<file path="src/rtl/lmdpl_pkg.sv">
// Shared constants and FSM state encoding for the LMDPL dual-rail decoder.
package lmdpl_pkg;

  localparam int WIDTH_DEF   = 8;
  localparam int TIMEOUT_DEF = 15;

  typedef enum logic [1:0] {
    IDLE  = 2'd0,
    EVAL  = 2'd1,
    OUT   = 2'd2,
    DRAIN = 2'd3
  } state_t;

endpackage

</file>
<file path="src/rtl/lmdpl_dr_check.sv">
// Classifies registered dual-rail pairs as spacer, complete or invalid; purely combinational.
// Zero latency, no backpressure.
module lmdpl_dr_check
  import lmdpl_pkg::*;
#(
  parameter int WIDTH = WIDTH_DEF
) (
  input  logic [WIDTH-1:0] rail_t,
  input  logic [WIDTH-1:0] rail_f,
  output logic             spacer,
  output logic             complete,
  output logic             invalid
);

  assign spacer   = ~|(rail_t | rail_f);
  assign complete = &(rail_t ^ rail_f);
  assign invalid  = |(rail_t & rail_f);

endmodule

</file>
<file path="src/rtl/lmdpl_dr_decoder.sv">
// Sequences precharge/evaluate of an LMDPL network and unmasks the dual-rail result.
// out_valid two edges after completion hits the rails; result is held in OUT until out_ready.
module lmdpl_dr_decoder
  import lmdpl_pkg::*;
#(
  parameter int WIDTH   = WIDTH_DEF,
  parameter int TIMEOUT = TIMEOUT_DEF
) (
  input  logic             clk,
  input  logic             rst,
  input  logic             start,
  input  logic [WIDTH-1:0] mask,
  input  logic [WIDTH-1:0] dr_t,
  input  logic [WIDTH-1:0] dr_f,
  output logic             pre,
  output logic             eval,
  output logic             busy,
  output logic             out_valid,
  input  logic             out_ready,
  output logic [WIDTH-1:0] out_data,
  output logic             err_invalid,
  output logic             err_timeout
);

  localparam int CW = $clog2(TIMEOUT + 1);
  localparam logic [CW-1:0] CNT_LAST = CW'(TIMEOUT - 1);

  state_t           state, state_nxt;
  logic [CW-1:0]    cnt, cnt_nxt;
  logic [WIDTH-1:0] mask_q, mask_nxt;
  logic [WIDTH-1:0] data_q, data_nxt;
  logic             vld_q, vld_nxt;
  logic             einv_q, einv_nxt;
  logic             etmo_q, etmo_nxt;
  logic [WIDTH-1:0] dr_t_q, dr_f_q;
  logic             spacer, complete, invalid;

  lmdpl_dr_check #(.WIDTH(WIDTH)) u_check (
    .rail_t   (dr_t_q),
    .rail_f   (dr_f_q),
    .spacer   (spacer),
    .complete (complete),
    .invalid  (invalid)
  );

  always_ff @(posedge clk) begin
    if (rst) begin
      state  <= IDLE;
      cnt    <= '0;
      mask_q <= '0;
      data_q <= '0;
      vld_q  <= 1'b0;
      einv_q <= 1'b0;
      etmo_q <= 1'b0;
      dr_t_q <= '0;
      dr_f_q <= '0;
    end else begin
      state  <= state_nxt;
      cnt    <= cnt_nxt;
      mask_q <= mask_nxt;
      data_q <= data_nxt;
      vld_q  <= vld_nxt;
      einv_q <= einv_nxt;
      etmo_q <= etmo_nxt;
      dr_t_q <= dr_t;
      dr_f_q <= dr_f;
    end
  end

  always_comb begin
    state_nxt = state;
    cnt_nxt   = cnt;
    mask_nxt  = mask_q;
    data_nxt  = data_q;
    vld_nxt   = vld_q;
    einv_nxt  = einv_q;
    etmo_nxt  = etmo_q;
    case (state)
      IDLE: begin
        // A new evaluation may only begin from a fully precharged network.
        if (start && spacer) begin
          mask_nxt  = mask;
          einv_nxt  = 1'b0;
          etmo_nxt  = 1'b0;
          cnt_nxt   = '0;
          state_nxt = EVAL;
        end
      end
      EVAL: begin
        if (invalid) begin
          einv_nxt  = 1'b1;
          state_nxt = DRAIN;
        end else if (complete) begin
          data_nxt  = dr_t_q ^ mask_q;
          vld_nxt   = 1'b1;
          state_nxt = OUT;
        end else if (cnt == CNT_LAST) begin
          etmo_nxt  = 1'b1;
          state_nxt = DRAIN;
        end else begin
          cnt_nxt = cnt + CW'(1);
        end
      end
      OUT: begin
        if (out_ready) begin
          vld_nxt   = 1'b0;
          state_nxt = DRAIN;
        end
      end
      DRAIN: begin
        if (spacer) begin
          state_nxt = IDLE;
        end
      end
      default: state_nxt = IDLE;
    endcase
  end

  assign pre         = (state != EVAL);
  assign eval        = ~pre;
  assign busy        = (state != IDLE);
  assign out_valid   = vld_q;
  assign out_data    = data_q;
  assign err_invalid = einv_q;
  assign err_timeout = etmo_q;

endmodule

</file>
<file path="config.mk">
export PLATFORM = sky130hd
export DESIGN_NAME = lmdpl_dr_decoder
export DESIGN_NICKNAME = d
export VERILOG_FILES = /design/src/rtl/lmdpl_pkg.sv /design/src/rtl/lmdpl_dr_check.sv /design/src/rtl/lmdpl_dr_decoder.sv
export SDC_FILE = /design/constraint.sdc
export NUM_CORES = 1
export LEC_CHECK = 0
export BUFFER_PORTS_ARGS = -buffer_cell sky130_fd_sc_hd__clkbuf_2
export CORE_MARGIN = 3
export CORE_UTILIZATION = 55
export DETAILED_ROUTE_END_ITERATION = 7
export GPL_ROUTABILITY_DRIVEN = 0
export PLACE_DENSITY = 0.82
export REMOVE_ABC_BUFFERS = 1
export SETUP_SLACK_MARGIN = 0.02
export SLEW_MARGIN = 20
export SYNTH_ARGS = -nofsm -noshare
export SYNTH_HDL_FRONTEND = slang
export SYNTH_SLANG_ARGS = --single-unit
</file>
<file path="constraint.sdc">
create_clock -name clk -period 3.84 [get_ports clk]
set_input_delay 0.192 -clock clk [delete_from_list [all_inputs] [get_ports clk]]
set_output_delay 0.192 -clock clk [all_outputs]
set_load 0.005 [all_outputs]
</file>
==> impl_metrics.toml <==
[floorplan]
fp.dieArea_um2 = 4420
die_w_um = 66.5
fp.dieH_um = 66.5
rows = 21
pin_count = 42
coreArea_um2 = 3440
initial_utilization_pct = 58.5

[global_routing]
grt_overflow = 0
antenna_found_initial = 0
grt_pass1_vias = 1513
grt_pass1_wl_um = 6070
grt_max_degree = 40
grt_usage_pct = 17.9

[timing]
fmax_ghz = 0.430
min_period_over_period_pct = 60.5
setup_slack_ps = 1520
maxSlewHeadroom_pct = 39.9
worst_slew_pin_slew_ps = 901
rsz0062_at_grt = "false"
finalHoldViolCount = 0
setup_viol = 0
period_minus_slack_ps = 2320
final.setup.tns_ps = 0
fin_worst_skew_ps = 9.18
drv_slew = 0

[yosys]
yosysSeqAreaShare_pct = 40.8
synth-adder-area-share_pct = 14.3
synth_area_leaders = "dfxtp_1 (41%), ha_1 (14%), nor2b_1 (5.0%), inv_1 (4.7%), mux2i_1 (4.5%)"
syn_inst = 211
synthXorXnorAreaFrac_pct = 3.48
ys_warn_count = 0
yosysTopAreaCellShare_pct = 40.8
ys_seq_elements = 41
synthMuxAreaShare_pct = 4.47
synth_cell_types = 39
syn_area_um2 = 2010
synth_top_family_by_area = "simple AND/OR/NAND/NOR gates"
yosys.area_share.simple_pct = 15.1
avgSynthCellArea_um2 = 9.54
synth_compound_area_share_pct = 14.7
synth_top_cell_by_area = "dfxtp_1"

[clocking]
post_cts_resized = 0
clock_path_buffers = 2
htree_levels = 2
cts.sink_count = 41
cts-buffers-inserted = 5
tritoncts = "yes"
root_buffer = "clkbuf_8"
clk-insertion-delay-late_ps = 290
clk_pin_slew_worst_paths_ps = 80
post_cts_buffers = 0
ctsHoldBuffers = 0

[drt]
drtAntennaViolNets = 0
dr.pass1.iters = 4
wl_um = 3730
drt_iter0_markers = 99
vias_per_cell = 5.20
vias = 1534
drc = 0
routedWlPerCell_um = 12.6

[setup_path]
crit_family = "simple AND/OR/NAND/NOR gates"
setup.worst_path.start_class = "flip-flop"
arrival_ps = 2500
path_common_cell = "inv_1"
cp-end-kind = "flip-flop"
worstSetupPathType = "reg2reg"
cp_max_fo = 11
crit_chain = "inv_1 -> ha_1 -> inv_1 -> or4_1 -> o211a_1 -> a21oi_1 -> o32ai_1"
slowest_stage = "or4_1"
cp_slowest_stage_delay_ps = 860
crit_buf_inv = 2
required_ps = 4020

[power]
p_leak_nw = 1.06
power_density_nw_per_um2 = 426
ir_drop_v = 0.000347

[place]
place_ws_ps = 1560
io_buffers = 41
placed_area_um2 = 2230
hpwl_um = 2720

[layout]
nets = 300
fillers = 298
stdcell_area_um2 = 2310
diodes = 0
syn2layout_area_growth_pct = 14.9
drive_gt1_share_pct = 20.9

[min_path]
min_path_type = "in2reg"

[flow_run]
maxCapViolCount = 0

[run_status]
status = "finished clean"
## flip-flops by register name, indices dropped and copies added, names as in the netlist
signal	flops
state	2
err_invalid	1
out_valid	1
out_data	8
cnt	4
mask_q	8
dr_t_q	8
err_timeout	1
dr_f_q	8
## worst paths after layout
check / from / endpoint / slack [ps] / cells after the start
worst max register to register: state[0] / cnt[1] / 1520 / 7
worst max-delay path: state[0] / cnt[1] / 1520 / 7
worst min register to register: cnt[3] / cnt[3] / 470 / 1
worst min-delay path: dr_t[4] / dr_t_q[4] / 110 / 2
## report_power, final
| group | switching, W | internal [W] | leakage, nW | total [W] |
|---|---|---|---|---|
| combinational | 0.000146 | 0.0000996 | 0.684 | 0.000245 |
| clock | 0.000136 | 0.000142 | 0.0443 | 0.000278 |
| sequential | 0.0000153 | 0.000445 | 0.335 | 0.000460 |
| total | 0.000297 | 0.000687 | 1.06 | 0.000984 |
## kinds of logic (layout without fill, tap and decap cells)
logic type                 Yosys count  after routing
adders and majority gates           23             23
and+or+nand+nor                     53             53
DFF                                 41             41
AOI/OAI and AO/OA                   42             42
xor gates and xnor gates             8              8
buffers and inverters               35             73
muxes                                9              9
## cells in the mapped netlist
master and number:
a21boi_0 1, clkbuf_1 6, nand4_2 1, o211a_4 1, nor2_1 13, nand3_1 3
nor4_2 2, o211a_1 1, xnor2_1 8, buf_6 1, o21ai_0 4, dfxtp_1 41
nand4_1 3, a31oi_1 3, ha_1 23, buf_2 1, o32ai_1 1, nand3b_1 1
o41ai_1 1, inv_1 25, a311oi_1 9, or4_1 1, or3_1 1, or2_2 1
nor3_1 3, and3_1 1, nor2b_1 16, mux2i_1 9, o31ai_1 1, a21o_1 1
o21ai_1 3, nand2_1 6, a32oi_1 2, buf_4 1, a21oi_1 12, buf_1 1
a32o_1 1, o31a_1 1, and4bb_1 1
## cell usage in the layout, fill, tap and decap left out, types with 2 or more instances in the layout
cell	synthesis	routed
dfxtp_1	41	41
clkbuf_2	0	41
inv_1	25	25
ha_1	23	23
nor2b_1	16	16
nor2_1	13	13
a21oi_1	12	12
mux2i_1	9	9
a311oi_1	9	9
xnor2_1	8	8
nand2_1	6	6
clkbuf_8	0	6
o21ai_0	4	4
nand3_1	3	3
nand4_1	3	3
nor3_1	3	3
a31oi_1	3	3
o21ai_1	3	3
nor4_2	2	2
a32oi_1	2	2
## per-stage QoR
step           power (W)  hold WS [ps]  utilization [%]  cells
6_report        0.000984           109             67.2    295
5_1_grt          0.00103           116             67.2    295
4_1_cts         0.000987           107             67.2    295
3_5_place_dp    0.000711           404             64.7    288
3_3_place_gp    0.000705           400             64.7    288
2_1_floorplan   0.000633           261                -    201
## cell type report
class	instances	area [µm²]	share of cell area, %
multi-input cells	135	1050	45.3
clock buffers	7	86.3	3.73
flip-flops and latches	41	821	35.5
well taps	46	57.6	2.49
repair buffers	41	205	8.87
inverters	25	93.8	4.06
## per-layer routing
metal / part of all wire, % / track usage, % / vias up
met3: 4.6 / 5.56 / 5
met1: 43 / 19.1 / 700
met2: 51 / 32.1 / 31
met4: 1.2 / 7.36 / 0
li1: - / - / 798
met5: 0 / 0 / -
No activity file was read; power rests on OpenSTA's default activity.
